**config.mk**
```make
export PLATFORM = sky130hd
export DESIGN_NAME = store_format_unit
export DESIGN_NICKNAME = d
export VERILOG_FILES = /design/src/rtl/lc3b_types.sv /design/src/rtl/store_lane_fmt.sv /design/src/rtl/store_format_unit.sv
export SDC_FILE = /design/constraint.sdc
export NUM_CORES = 1
export LEC_CHECK = 0
export ABC_AREA = 1
export BUFFER_PORTS_ARGS = -buffer_cell sky130_fd_sc_hd__buf_2
export CORE_MARGIN = 1
export CORE_UTILIZATION = 51
export DETAILED_ROUTE_END_ITERATION = 12
export GPL_TIMING_DRIVEN = 0
export HOLD_SLACK_MARGIN = 0.06
export PLACE_DENSITY_LB_ADDON = 0.08
export SLEW_MARGIN = 10
export SYNTH_ARGS = -nofsm -noshare
export SYNTH_HDL_FRONTEND = slang
export SYNTH_SLANG_ARGS = --single-unit
```
**constraint.sdc**
```tcl
create_clock -name clk -period 2.4 [get_ports clk]
set_input_delay 0.24 -clock clk [delete_from_list [all_inputs] [get_ports clk]]
set_output_delay 0.24 -clock clk [all_outputs]
set_load 0.03 [all_outputs]
```
**src/rtl/lc3b_types.sv**
```systemverilog
// rtl/lc3b_types.sv - shared LC-3b word type and store-path state encoding
package lc3b_types;

    typedef logic [15:0] lc3b_word;

    typedef enum logic [1:0] {
        IDLE  = 2'd0,
        WRITE = 2'd1,
        DONE  = 2'd2
    } lc3b_store_state;

    function automatic lc3b_word word_align(input lc3b_word addr);
        return {addr[15:1], 1'b0};
    endfunction

endpackage

```
**src/rtl/store_lane_fmt.sv**
```systemverilog
// rtl/store_lane_fmt.sv - places store data on the byte lanes and flags misaligned words
module store_lane_fmt
    import lc3b_types::*;
(
    input  logic       byte_store,
    input  logic       addr_lsb,
    input  lc3b_word   data,
    output lc3b_word   wdata,
    output logic [1:0] byte_enable,
    output logic       misaligned
);

    always_comb begin
        wdata       = data;
        byte_enable = 2'b11;
        misaligned  = 1'b0;
        if (byte_store) begin
            // Byte is replicated on both lanes; the enable picks the lane that lands.
            wdata       = {data[7:0], data[7:0]};
            byte_enable = addr_lsb ? 2'b10 : 2'b01;
        end else begin
            misaligned  = addr_lsb;
        end
    end

endmodule

```
**src/rtl/store_format_unit.sv**
```systemverilog
// rtl/store_format_unit.sv - registers a formatted store and drives one memory write with timeout
module store_format_unit
    import lc3b_types::*;
#(
    parameter int TIMEOUT = 64
) (
    input  logic       clk,
    input  logic       reset,
    input  logic       req_valid,
    output logic       req_ready,
    input  logic       req_byte,
    input  lc3b_word   req_addr,
    input  lc3b_word   req_data,
    output lc3b_word   mem_address,
    output lc3b_word   mem_wdata,
    output logic [1:0] mem_byte_enable,
    output logic       mem_write,
    input  logic       mem_resp,
    output logic       done,
    output logic       err
);

    localparam int CW = (TIMEOUT > 2) ? $clog2(TIMEOUT) : 1;
    localparam logic [CW-1:0] CNT_LAST = CW'(TIMEOUT - 1);

    lc3b_store_state state_q, state_d;
    lc3b_word        addr_q, addr_d;
    lc3b_word        wdata_q, wdata_d;
    logic [1:0]      be_q, be_d;
    logic            write_q, write_d;
    logic            done_q, done_d;
    logic            err_q, err_d;
    logic            ready_q, ready_d;
    logic [CW-1:0]   cnt_q, cnt_d;

    lc3b_word   fmt_wdata;
    logic [1:0] fmt_be;
    logic       fmt_misaligned;

    store_lane_fmt u_lane_fmt (
        .byte_store  (req_byte),
        .addr_lsb    (req_addr[0]),
        .data        (req_data),
        .wdata       (fmt_wdata),
        .byte_enable (fmt_be),
        .misaligned  (fmt_misaligned)
    );

    always_comb begin
        state_d = state_q;
        addr_d  = addr_q;
        wdata_d = wdata_q;
        be_d    = be_q;
        write_d = write_q;
        ready_d = ready_q;
        cnt_d   = cnt_q;
        done_d  = 1'b0;
        err_d   = 1'b0;
        case (state_q)
            IDLE: begin
                if (req_valid && ready_q) begin
                    addr_d  = word_align(req_addr);
                    wdata_d = fmt_wdata;
                    ready_d = 1'b0;
                    if (fmt_misaligned) begin
                        state_d = DONE;
                        done_d  = 1'b1;
                        err_d   = 1'b1;
                    end else begin
                        state_d = WRITE;
                        write_d = 1'b1;
                        be_d    = fmt_be;
                        cnt_d   = '0;
                    end
                end
            end
            WRITE: begin
                // A response on the final timeout cycle still counts as success.
                if (mem_resp || cnt_q == CNT_LAST) begin
                    state_d = DONE;
                    write_d = 1'b0;
                    be_d    = 2'b00;
                    done_d  = 1'b1;
                    err_d   = !mem_resp;
                end else begin
                    cnt_d   = cnt_q + 1'b1;
                end
            end
            DONE: begin
                state_d = IDLE;
                ready_d = 1'b1;
            end
            default: begin
                state_d = IDLE;
                write_d = 1'b0;
                be_d    = 2'b00;
                ready_d = 1'b1;
            end
        endcase
    end

    always_ff @(posedge clk) begin
        if (reset) begin
            state_q <= IDLE;
            addr_q  <= '0;
            wdata_q <= '0;
            be_q    <= 2'b00;
            write_q <= 1'b0;
            done_q  <= 1'b0;
            err_q   <= 1'b0;
            ready_q <= 1'b1;
            cnt_q   <= '0;
        end else begin
            state_q <= state_d;
            addr_q  <= addr_d;
            wdata_q <= wdata_d;
            be_q    <= be_d;
            write_q <= write_d;
            done_q  <= done_d;
            err_q   <= err_d;
            ready_q <= ready_d;
            cnt_q   <= cnt_d;
        end
    end

    assign req_ready       = ready_q;
    assign mem_address     = addr_q;
    assign mem_wdata       = wdata_q;
    assign mem_byte_enable = be_q;
    assign mem_write       = write_q;
    assign done            = done_q;
    assign err             = err_q;

endmodule
```
After elaboration in Yosys (flattened, before gate mapping). Index checks and enable logic that the tools add are counted.

$add $sub $neg: 1. Reductions and logical operators: 10. Equal/unequal tests: 7. Bitwise operators: 2. Mux-type cells: 28.

Operators with widths (number): $mux 6 (3); $mux 16 (1); $mux 2 (8); $pmux 6 s2 (1); $mux 1 (9); $ne 2x2->1 const B (4); $reduce_and 4->1 (2); $add 6x1->6 const B (1); $eq 6x6->1 const B (1); $pmux 1 s2 (3); $pmux 2 s3 (1); $reduce_and 2->1 (3); $pmux 2 s2 (1); $pmux 1 s3 (1); $eq 2x1->1 const B (1); $eq 2x2->1 const B (1); $logic_not 2->1 (1); $not 1->1 (2); $reduce_bool 2->1 (1); $logic_and 1x1->1 (1); $logic_not 1->1 (1); $logic_or 1x1->1 (1).

Word-level logic and storage cells: 57. Output and inout port bits: 38. Input bits: 37. Bits in registers: 45.

Logic depth before layout (Yosys ltp). Gate-level depths: netlist of the first run.

Word-level depth: 5. Mapped depth: 10. Depth with buffers taken out: 9.

By module. A second synthesis of the first run with hierarchy kept.

Cells, all modules: 276. Area, all modules: 1999.4 um2.

By module, submodules not included: store_format_unit (area each 1819.2 um2, seq. area each 900.9 um2, cells an instance 238, instances 1); store_lane_fmt (area each 180.2 um2, seq. area each 0.0 um2, cells an instance 38, instances 1).

Worst setup path after synthesis of the first run. OpenSTA, ideal clock, no wires.

Kind: register -> register. From: register ready_q (netlist: req_ready). To: register cnt_q[5]. Arrival time: 1.286 ns. Buffers on the path: 1. Period minus slack after synthesis: 1.401 ns. Cell stages (with the launch flop): 9. Path slack: 0.999 ns. Data required time: 2.285 ns. Library setup time: 0.115 ns. Path through: dfxtp_1 -> nand2_1 -> nor2_8 -> nand2_4 -> nand2_4 -> buf_6 -> nand3_1 -> nand2_1 -> nor2_1.

Word-level cells in the longest chain between the ends: 3.

Ends and longest elaborated chain: start, declared (RTL line store_format_unit.sv:33) `logic ready_q, ready_d;`; start signal, assigned (RTL line store_format_unit.sv:121) `ready_q <= ready_d;`; $logic_and 1x1->1 (RTL line store_format_unit.sv:61) `if (req_valid && ready_q) begin`; $ne 2x2->1 (no source line); $reduce_and 4->1 (no source line); end signal, assigned (RTL line store_format_unit.sv:122) `cnt_q <= cnt_d;`; end, declared (RTL line store_format_unit.sv:34) `logic [CW-1:0] cnt_q, cnt_d;`.

Every way passes these cells. A chain may end at the register's enable or synchronous reset.

Final worst setup path of the first run.
From: register cnt_q[0]. To: register cnt_q[5].

Word-level cells in the longest chain between the ends: 4. Elaborated cells between the ends (all ways): 7. Those cells by class: add/sub (1); eq/ne (2); mux (2); reduce/logical (2).

Ends and longest elaborated chain: parallel branches: the longest is 4 deep, another holds $add 6x1->6.

Parallel ways; which one is timed is not known. The select of a mux whose other input is x is not followed.

==> impl_metrics.py, run 1 <==
metrics = {
    "global_routing": {
        "grt_remaining_overflow": 0,
        "grt_max_degree": 14,
        "antenna_found_initial": 0,
        "grt_pass1_vias": 1708,
        "grt_usage": 0.235,
        "grt_pass1_wl_um": 7360,
    },
    "synth": {
        "syn_area_per_cell_um2": 7.62,
        "synth_cell_types": 27,
        "postSynthCellCount": 246,
        "synth_area_um2": 1880,
        "ys_seq_area_frac": 0.480,
        "synth-seq-cells": 45,
        "synth_nets": 284,
        "synth_warnings": 0,
    },
    "worst_setup_path": {
        "critPathKind": "reg2reg",
        "crit_path_max_incr_delay_ns": 0.40,
        "critPathBufInv": 1,
        "cp_top_family": "simple AND/OR/NAND/NOR gates",
        "worstPathArrival_ns": 1.64,
        "worstSetupEndpointType": "flip-flop",
        "cp.required_ns": 2.59,
        "cp_slowest_cell": "dfxtp_1",
        "critical_path.startpoint_type": "flip-flop",
        "cp_max_fo": 10,
        "path_cells": "ha_1, nand2_2, nor2_4, nand2_2, nand2_4, nand2_4, buf_6, a21oi_1, nor2_1",
    },
    "placed_design": {
        "io_buffers": 72,
        "gp_congestion": 0.795,
        "hpwl_um": 3040,
        "pre_cts_ws_ns": 0.977,
    },
    "layout": {
        "layout.nets": 363,
        "num_antenna_cells": 0,
        "final_cell_mix": "80 x buf_2, 57 x nor2_1, 45 x dfxtp_1, 39 x nand2_1, 33 x o21ai_0",
        "final_layout_size_suffix_gt1_frac": 0.337,
        "area_growth_pct": 28.5,
        "final_common_cell": "buf_2",
    },
    "clock_network": {
        "cts_resized": 0,
        "clockBufferDepth": 2,
        "cts_hold_buf": 0,
        "cts_num_sinks": 45,
        "post_cts_buffers": 0,
        "clk_pin_slew_ns": 0.08,
        "h-tree-depth": 2,
        "cts-buffers-inserted": 5,
        "cts_tree": "built",
        "cts_root_buffer": "clkbuf_8",
        "clkLatencyLatePin_ns": 0.29,
    },
    "timing": {
        "tns_ns": 0,
        "finalCriticalPeriod_ns": 1.45,
        "finalCritPeriodShare": 0.605,
        "finalSetupViolations": 0,
        "worst_slack_ns": 0.949,
        "whs_ns": 0.170,
        "report.final.slew_viol_count": 0,
        "finalClockSkew_ns": 0.00594,
        "rsz0062_at_grt": "false",
        "hold_violations": 0,
        "timing.fmax_ghz": 0.689,
    },
    "floorplanning": {
        "die_y_um": 62.6,
        "ioPinCount": 75,
        "start_util": 0.545,
        "rows": 21,
        "coreArea_um2": 3440,
        "dieArea_um2": 3920,
        "die_w_um": 62.6,
    },
    "power": {
        "power_density_nw_per_um2": 828,
        "p_leak_nw": 1.22,
        "ir_worst_vdd_uv": 493,
    },
    "routing": {
        "wl_um": 4170,
        "vias": 1816,
        "drc_errors": 0,
        "drt_iter0_markers": 121,
        "antenna_left": 0,
        "drtPass1Iterations": 4,
        "via_per_inst": 4.88,
        "drt-wirelength-per-cell_um": 11.2,
    },
    "worst_hold_path": {
        "hp-class": "in2reg",
    },
    "job": {
        "cap_violations": 0,
    },
    "status": {
        "status": "complete, no violations",
    },
}
state kept, by name, indices dropped and copies added (netlist names):
register,cells
state_q,2
done,1
mem_write,1
cnt_q,6
mem_wdata,16
mem_byte_enable,2
mem_address,15
err,1
req_ready,1
kinds of logic (layout without fill, tap and decap cells):
logic type,after synthesis,after routing,share of synthesized area
AND/OR/NAND/NOR,115,115,0.274
AO/OA/AOI/OAI,54,54,0.157
flip-flops,45,45,0.480
buffers and inverters,30,110,0.0807
adder cells (fa/ha/maj),1,1,0.00667
other,1,1,0.00200
synth_stat cells, drive strengths merged:
cell / number / area share
nor2: 60 / 0.13
nand2: 47 / 0.11
dfxtp: 45 / 0.48
o21ai: 34 / 0.093
inv: 16 / 0.032
buf: 11 / 0.037
a21oi: 9 / 0.026
a31oi: 8 / 0.027
nand3: 7 / 0.024
clkbuf: 3 / 0.011
a211oi: 2 / 0.0080
conb: 1 / 0.0020
ha: 1 / 0.0067
nor3: 1 / 0.0027
o22ai: 1 / 0.0033
metal layers:
layer  share of wire  vias up  global-route usage
met3           0.064        9              0.0602
met2            0.46       70               0.390
met1            0.46      792               0.285
met4           0.014        0               0.108
li1                -      945                   -
met5               0        -                   0
per-stage QoR:
stage | util | std cells | power (mW) | area, um^2
floorplan | - | 246 | 1.27 | 1880
global placement | 0.666 | 364 | 1.43 | 2290
detailed placement | 0.666 | 364 | 1.44 | 2290
CTS | 0.700 | 372 | 2.01 | 2410
global route | 0.700 | 372 | 2.11 | 2410
finish | 0.700 | 372 | 2.00 | 2410
power by group:
group | switching [mW] | internal, mW
Clock | 0.238 | 0.339
Combinational | 0.377 | 0.170
Sequential | 0.0391 | 0.833
worst register-to-register path, cell delays in order, from the launching register on:
cell	delay, ns
dfxtp_1	0.40
ha_1	0.22
nand2_2	0.10
nor2_4	0.12
nand2_2	0.07
nand2_4	0.10
nand2_4	0.05
buf_6	0.13
a21oi_1	0.12
nor2_1	0.06
final cells by class:
type / count / area, um^2
Buffer: 14 / 91.3
Clock buffer: 7 / 86.3
Clock inverter: 1 / 30.0
Fill cell: 314 / 1030
Inverter: 16 / 60.1
Multi-Input combinational cell: 171 / 823
Sequential cell: 45 / 901
Tap cell: 46 / 57.6
Timing Repair Buffer: 72 / 360
path summary, 6_finish.rpt:
kind | startpoint | endpoint | slack [ns] | cells after the start
hold / removal | reset | cnt_q[1] | 0.17 | 2
setup reg to reg | cnt_q[0] | cnt_q[5] | 0.95 | 9
hold reg to reg | mem_write | mem_write | 0.46 | 2
setup / recovery | cnt_q[0] | cnt_q[5] | 0.95 | 9
No activity file was read; power rests on OpenSTA's default activity.
==> run 2, diff against run 1 <==
--- a/config.mk
+++ b/config.mk
@@ -8,7 +8,7 @@
 export ABC_AREA = 1
 export BUFFER_PORTS_ARGS = -buffer_cell sky130_fd_sc_hd__buf_2
 export CORE_MARGIN = 1
-export CORE_UTILIZATION = 51
+export CORE_UTILIZATION = 43
 export DETAILED_ROUTE_END_ITERATION = 12
 export GPL_TIMING_DRIVEN = 0
 export HOLD_SLACK_MARGIN = 0.06
==> constraint.sdc (replaced) <==
create_clock -name clk -period 1.2 [get_ports clk]
set_input_delay 0.12 -clock clk [delete_from_list [all_inputs] [get_ports clk]]
set_output_delay 0.12 -clock clk [all_outputs]
set_load 0.03 [all_outputs]
==> impl_metrics.py, run 2 (same netlist as run 1, synthesis figures left out) <==
metrics = {
    "floorplanning": {
        "die_w_um": 68.0,
        "ioPinCount": 75,
        "rows": 23,
        "coreArea_um2": 4090,
        "die_y_um": 68.0,
        "start_util": 0.459,
        "dieArea_um2": 4630,
    },
    "worst_setup_path": {
        "path_cells": "ha_4, nand2_4, nor2_4, nand2_2, nand2_4, nand2_4, buf_8, a21oi_4, nor2_1",
        "worstPathArrival_ns": 1.52,
        "worstSetupEndpointType": "flip-flop",
        "r2r_setup_slack_ns": -0.12,
        "critPathKind": "reg2reg",
        "critical_path.startpoint_type": "flip-flop",
        "cp_common_cell": "nand2_4",
        "crit_path_max_incr_delay_ns": 0.36,
        "cp.required_ns": 1.40,
        "cp_slowest_cell": "dfxtp_2",
        "cp_max_fo": 5,
    },
    "timing": {
        "rsz0062_at_grt": "true",
        "finalClockSkew_ns": 0.00755,
        "timing.fmax_ghz": 0.756,
        "finalCritPeriodShare": 1.10,
        "finalCriticalPeriod_ns": 1.32,
        "report.final.slew_viol_count": 0,
        "finalSetupViolations": 11,
        "hold_violations": 0,
        "worst_slack_ns": -0.122,
        "tns_ns": -0.997,
    },
    "power": {
        "internal-power_mw": 2.89,
        "clock_power_share": 0.274,
        "p_total_mw": 4.36,
        "p_leak_nw": 1.42,
        "power_frac_seq": 0.403,
        "p_switching_mw": 1.47,
        "swShare": 0.337,
        "power_density_nw_per_um2": 1490,
        "ir_worst_vdd_uv": 1060,
        "power_frac_comb": 0.323,
    },
    "layout": {
        "fin_util": 0.715,
        "area_growth_pct": 55.8,
        "num_antenna_cells": 0,
        "final_layout_size_suffix_gt1_frac": 0.431,
        "final_cell_mix": "75 x buf_2, 52 x nor2_1, 41 x dfxtp_1, 33 x nand2_1, 22 x o21ai_0",
        "largest_register_ffs": 16,
        "final_common_cell": "buf_2",
        "layout.nets": 394,
        "final_cell_area_um2": 2920,
    },
    "job": {
        "cap_violations": 0,
    },
    "routing": {
        "antenna_left": 0,
        "drc_errors": 0,
        "drt_iter0_markers": 75,
        "via_per_inst": 4.88,
        "drtPass1Iterations": 4,
        "drt-wirelength-per-cell_um": 12.4,
        "wl_um": 5040,
        "vias": 1987,
    },
    "placed_design": {
        "placed_area_um2": 2330,
        "hpwl_um": 3130,
        "gp_congestion": 0.792,
        "io_buffers": 72,
    },
    "worst_hold_path": {
        "hp-class": "in2reg",
    },
    "status": {
        "status": "finished with violations",
        "violations": "setup timing",
    },
    "global_routing": {
        "grt_pass1_wl_um": 7710,
        "grt_remaining_overflow": 0,
        "use_met3": 0.0500,
        "grt_usage": 0.220,
        "antenna_found_initial": 0,
        "grt_max_degree": 15,
        "top_usage_layer": "met2",
        "met2_usage": 0.393,
        "grt_use_met1": 0.255,
        "grt_pass1_vias": 1828,
    },
    "clock_network": {
        "cts-buffers-inserted": 5,
        "clkLatencyLatePin_ns": 0.30,
        "clockBufferDepth": 2,
        "h-tree-depth": 2,
        "clk_pin_slew_ns": 0.08,
        "cts_root_buffer": "clkbuf_8",
        "cts_tree": "built",
        "cts_num_sinks": 45,
    },
}
-- run 2: changes by cell type in the layout (fill, tap and decap cells not counted), sizes merged --
cell,before,now
dlygate4sd3,0,16
clkinvlp,0,1
buf,83,97
-- run 2: routing by layer --
metal  wire, um  share of wire  vias up
met3        237          0.047        7
met4         58          0.012        0
met5          0              0        -
met1       2290           0.45      925
met2       2450           0.49       51
li1           -              -     1004
-- run 2: timing repair --
action                     4_1_cts  5_1_grt
gates cloned                     1        2
setup endpoints to repair       22       43
hold endpoints to repair        18        0
resized for setup               16       45
hold buffers                    16        0
pin swaps                        9       21
buffers inserted                 8        4
-- run 2: path summary, 6_finish.rpt --
kind                     from              to  cells after the start
hold / removal    req_addr[3]  mem_address[3]                      3
hold reg to reg     mem_write       mem_write                      2
setup reg to reg     cnt_q[1]        cnt_q[3]                      9
setup / recovery     cnt_q[1]        cnt_q[3]                      9
-- run 2: power groups by stage --
stage          logic [mW]  clock network, mW  registers (mW)
4_1_cts              1.24               1.22            1.75
3_3_place_gp         1.10                  0            1.78
6_report             1.41               1.20            1.76
3_5_place_dp         1.10                  0            1.78
2_1_floorplan       0.452                  0            2.11
5_1_grt              1.53               1.27            1.78
-- run 2: critical path: cells and delay by family (launching register included) --
| family | cells | cell delay (ns) |
|---|---|---|
| buffers and inverters | 1 | 0.14 |
| AND/OR/NAND/NOR | 6 | 0.47 |
| flip-flops | 1 | 0.36 |
| adder cells (fa/ha/maj) | 1 | 0.15 |
| AO/OA/AOI/OAI | 1 | 0.10 |
-- run 2: final cells by class --
| class | count | area (um^2) |
|---|---|---|
| multi-input cells | 171 | 957 |
| well taps | 50 | 62.6 |
| inverters | 16 | 65.1 |
| fillers | 355 | 1160 |
| repair buffers | 103 | 679 |
| flip-flops and latches | 45 | 906 |
| clock inverters | 2 | 37.5 |
| plain buffers | 14 | 133 |
| clock buffers | 6 | 82.6 |
-- run 2: metrics by stage --
step           hold WS (ns)  cells  setup slack (ns)
3_5_place_dp          0.350    368            -0.152
3_3_place_gp          0.341    368            -0.130
6_report             0.0532    407            -0.122
2_1_floorplan         0.175    246           -0.0553
4_1_cts              0.0611    401           -0.0780
5_1_grt              0.0675    407            -0.213
==> run 3, diff against run 2 <==
--- a/config.mk
+++ b/config.mk
@@ -7,12 +7,13 @@
 export LEC_CHECK = 0
 export ABC_AREA = 1
 export BUFFER_PORTS_ARGS = -buffer_cell sky130_fd_sc_hd__buf_2
-export CORE_MARGIN = 1
+export CORE_MARGIN = 2
 export CORE_UTILIZATION = 43
 export DETAILED_ROUTE_END_ITERATION = 12
 export GPL_TIMING_DRIVEN = 0
 export HOLD_SLACK_MARGIN = 0.06
 export PLACE_DENSITY_LB_ADDON = 0.08
+export REMOVE_ABC_BUFFERS = 1
 export SLEW_MARGIN = 10
 export SYNTH_ARGS = -nofsm -noshare
 export SYNTH_HDL_FRONTEND = slang
==> impl_metrics.py, run 3 (same netlist as run 1, synthesis figures left out) <==
metrics = {
    "status": {
        "status": "finished with violations",
        "violations": "setup timing",
    },
    "floorplanning": {
        "die_y_um": 70.0,
        "start_util": 0.440,
        "die_w_um": 70.0,
        "ioPinCount": 75,
        "dieArea_um2": 4910,
        "rows": 24,
        "coreArea_um2": 4260,
    },
    "global_routing": {
        "antenna_found_initial": 0,
        "grt_pass1_vias": 1793,
        "grt_remaining_overflow": 0,
        "grt_usage": 0.213,
        "grt_max_degree": 40,
        "grt_pass1_wl_um": 8270,
    },
    "layout": {
        "final_cell_mix": "73 x buf_2, 44 x nor2_1, 40 x dfxtp_1, 37 x nand2_1, 24 x o21ai_0",
        "final_common_cell": "buf_2",
        "final_layout_size_suffix_gt1_frac": 0.450,
        "layout.nets": 399,
        "num_antenna_cells": 0,
        "final_cell_count_no_fill": 414,
        "area_growth_pct": 64.8,
        "largest_register_ffs": 16,
        "final_cell_area_um2": 3090,
    },
    "timing": {
        "timing.fmax_ghz": 0.784,
        "hold_violations": 0,
        "tns_ns": -0.531,
        "finalCritPeriodShare": 1.06,
        "max_slew_margin": 0.562,
        "finalCriticalPeriod_ns": 1.28,
        "worst_pin_slew_ns": 0.654,
        "worst_slack_ns": -0.0752,
        "finalSetupViolations": 11,
        "report.final.slew_viol_count": 0,
        "rsz0062_at_grt": "true",
        "finalClockSkew_ns": 0.00794,
    },
    "worst_hold_path": {
        "hp-class": "in2reg",
    },
    "placed_design": {
        "io_buffers": 73,
        "hpwl_um": 2740,
        "placed_area_um2": 2210,
        "pre_cts_ws_ns": -0.493,
        "gp_congestion": 0.705,
        "dp.cells": 357,
    },
    "worst_setup_path": {
        "critical_path.startpoint_type": "flip-flop",
        "cp.required_ns": 1.43,
        "worstSetupEndpointType": "flip-flop",
        "worstPathArrival_ns": 1.51,
        "cp_max_fo": 6,
        "critPathKind": "reg2reg",
    },
    "clock_network": {
        "clkLatencyLatePin_ns": 0.30,
        "h-tree-depth": 2,
        "cts_tree": "built",
        "clockBufferDepth": 2,
        "cts-buffers-inserted": 5,
        "clk_pin_slew_ns": 0.08,
        "cts_root_buffer": "clkbuf_8",
        "cts_num_sinks": 45,
    },
    "power": {
        "power_density_nw_per_um2": 1470,
        "ir_worst_vdd_uv": 966,
        "p_leak_nw": 1.46,
    },
    "routing": {
        "drt-wirelength-per-cell_um": 13.8,
        "via_per_inst": 4.93,
        "drc_errors": 0,
        "drtPass1Iterations": 4,
        "vias": 2042,
        "antenna_left": 0,
        "wl_um": 5710,
        "drt_iter0_markers": 83,
    },
    "job": {
        "cap_violations": 0,
    },
}
-- run 3: changes by cell type in the layout (fill, tap and decap cells not counted), sizes merged --
cell	before	now
buf	97	95
nor2	60	64
clkbuf	10	7
nand2	47	48
clkinvlp	1	2
clkinv	0	1
dlygate4sd3	16	19
-- run 3: per-layer routing --
layer	up-vias	GRT usage	wire, um
met5	-	0	0
met4	0	0.0662	115
met3	10	0.0620	279
met2	70	0.349	2870
met1	934	0.271	2440
li1	1028	-	-
-- run 3: final timing paths --
check            endpoint  slack, ns         from  depth (start not counted)
max reg2reg      cnt_q[5]      -0.08     cnt_q[0]                          9
max              cnt_q[5]      -0.08     cnt_q[0]                          9
min          mem_wdata[0]       0.07  req_data[0]                          3
min reg2reg     mem_write       0.47    mem_write                          2
-- run 3: metrics by stage --
stage	hold WS [ns]	total power [mW]	util
after floorplan	0.182	2.49	-
after global placement	0.341	2.81	0.519
after detailed placement	0.350	2.82	0.519
after CTS	0.0604	4.23	0.644
after global routing	0.0716	4.74	0.725
final	0.0740	4.54	0.725
-- run 3: cell type report --
class / count / area, um^2
Clock inverter: 1 / 30.0
Multi-Input combinational cell: 176 / 1100
Fill cell: 319 / 1170
Clock buffer: 7 / 86.3
Timing Repair inverter: 3 / 36.3
Timing Repair Buffer: 114 / 772
Inverter: 16 / 95.1
Sequential cell: 45 / 910
Tap cell: 52 / 65.1
-- run 3: power by group --
group	switching (mW)	leakage, nW	total [mW]	internal [mW]
Clock	0.505	0.0585	1.18	0.679
Combinational	0.994	1.03	1.58	0.590
Sequential	0.0948	0.373	1.77	1.67
Total	1.59	1.46	4.54	2.94
-- run 3: critical path, cell delays in order (launching register included) --
cell	delay (ns)
dfxtp_2	0.36
ha_4	0.16
nand2_4	0.06
nor2_4	0.14
nand2_4	0.08
nand2_8	0.11
nand2_8	0.08
nand3_2	0.06
nand2_1	0.04
nor2_1	0.13
-- run 3: timing repair --
action | CTS | global route
endpoints found under the setup margin | 45 | 45
pin swaps | 11 | 11
buffers inserted | 9 | 13
cloned | 4 | 4
resized for setup | 24 | 63
hold buffers | 19 | 0
hold endpoints to repair | 19 | 0
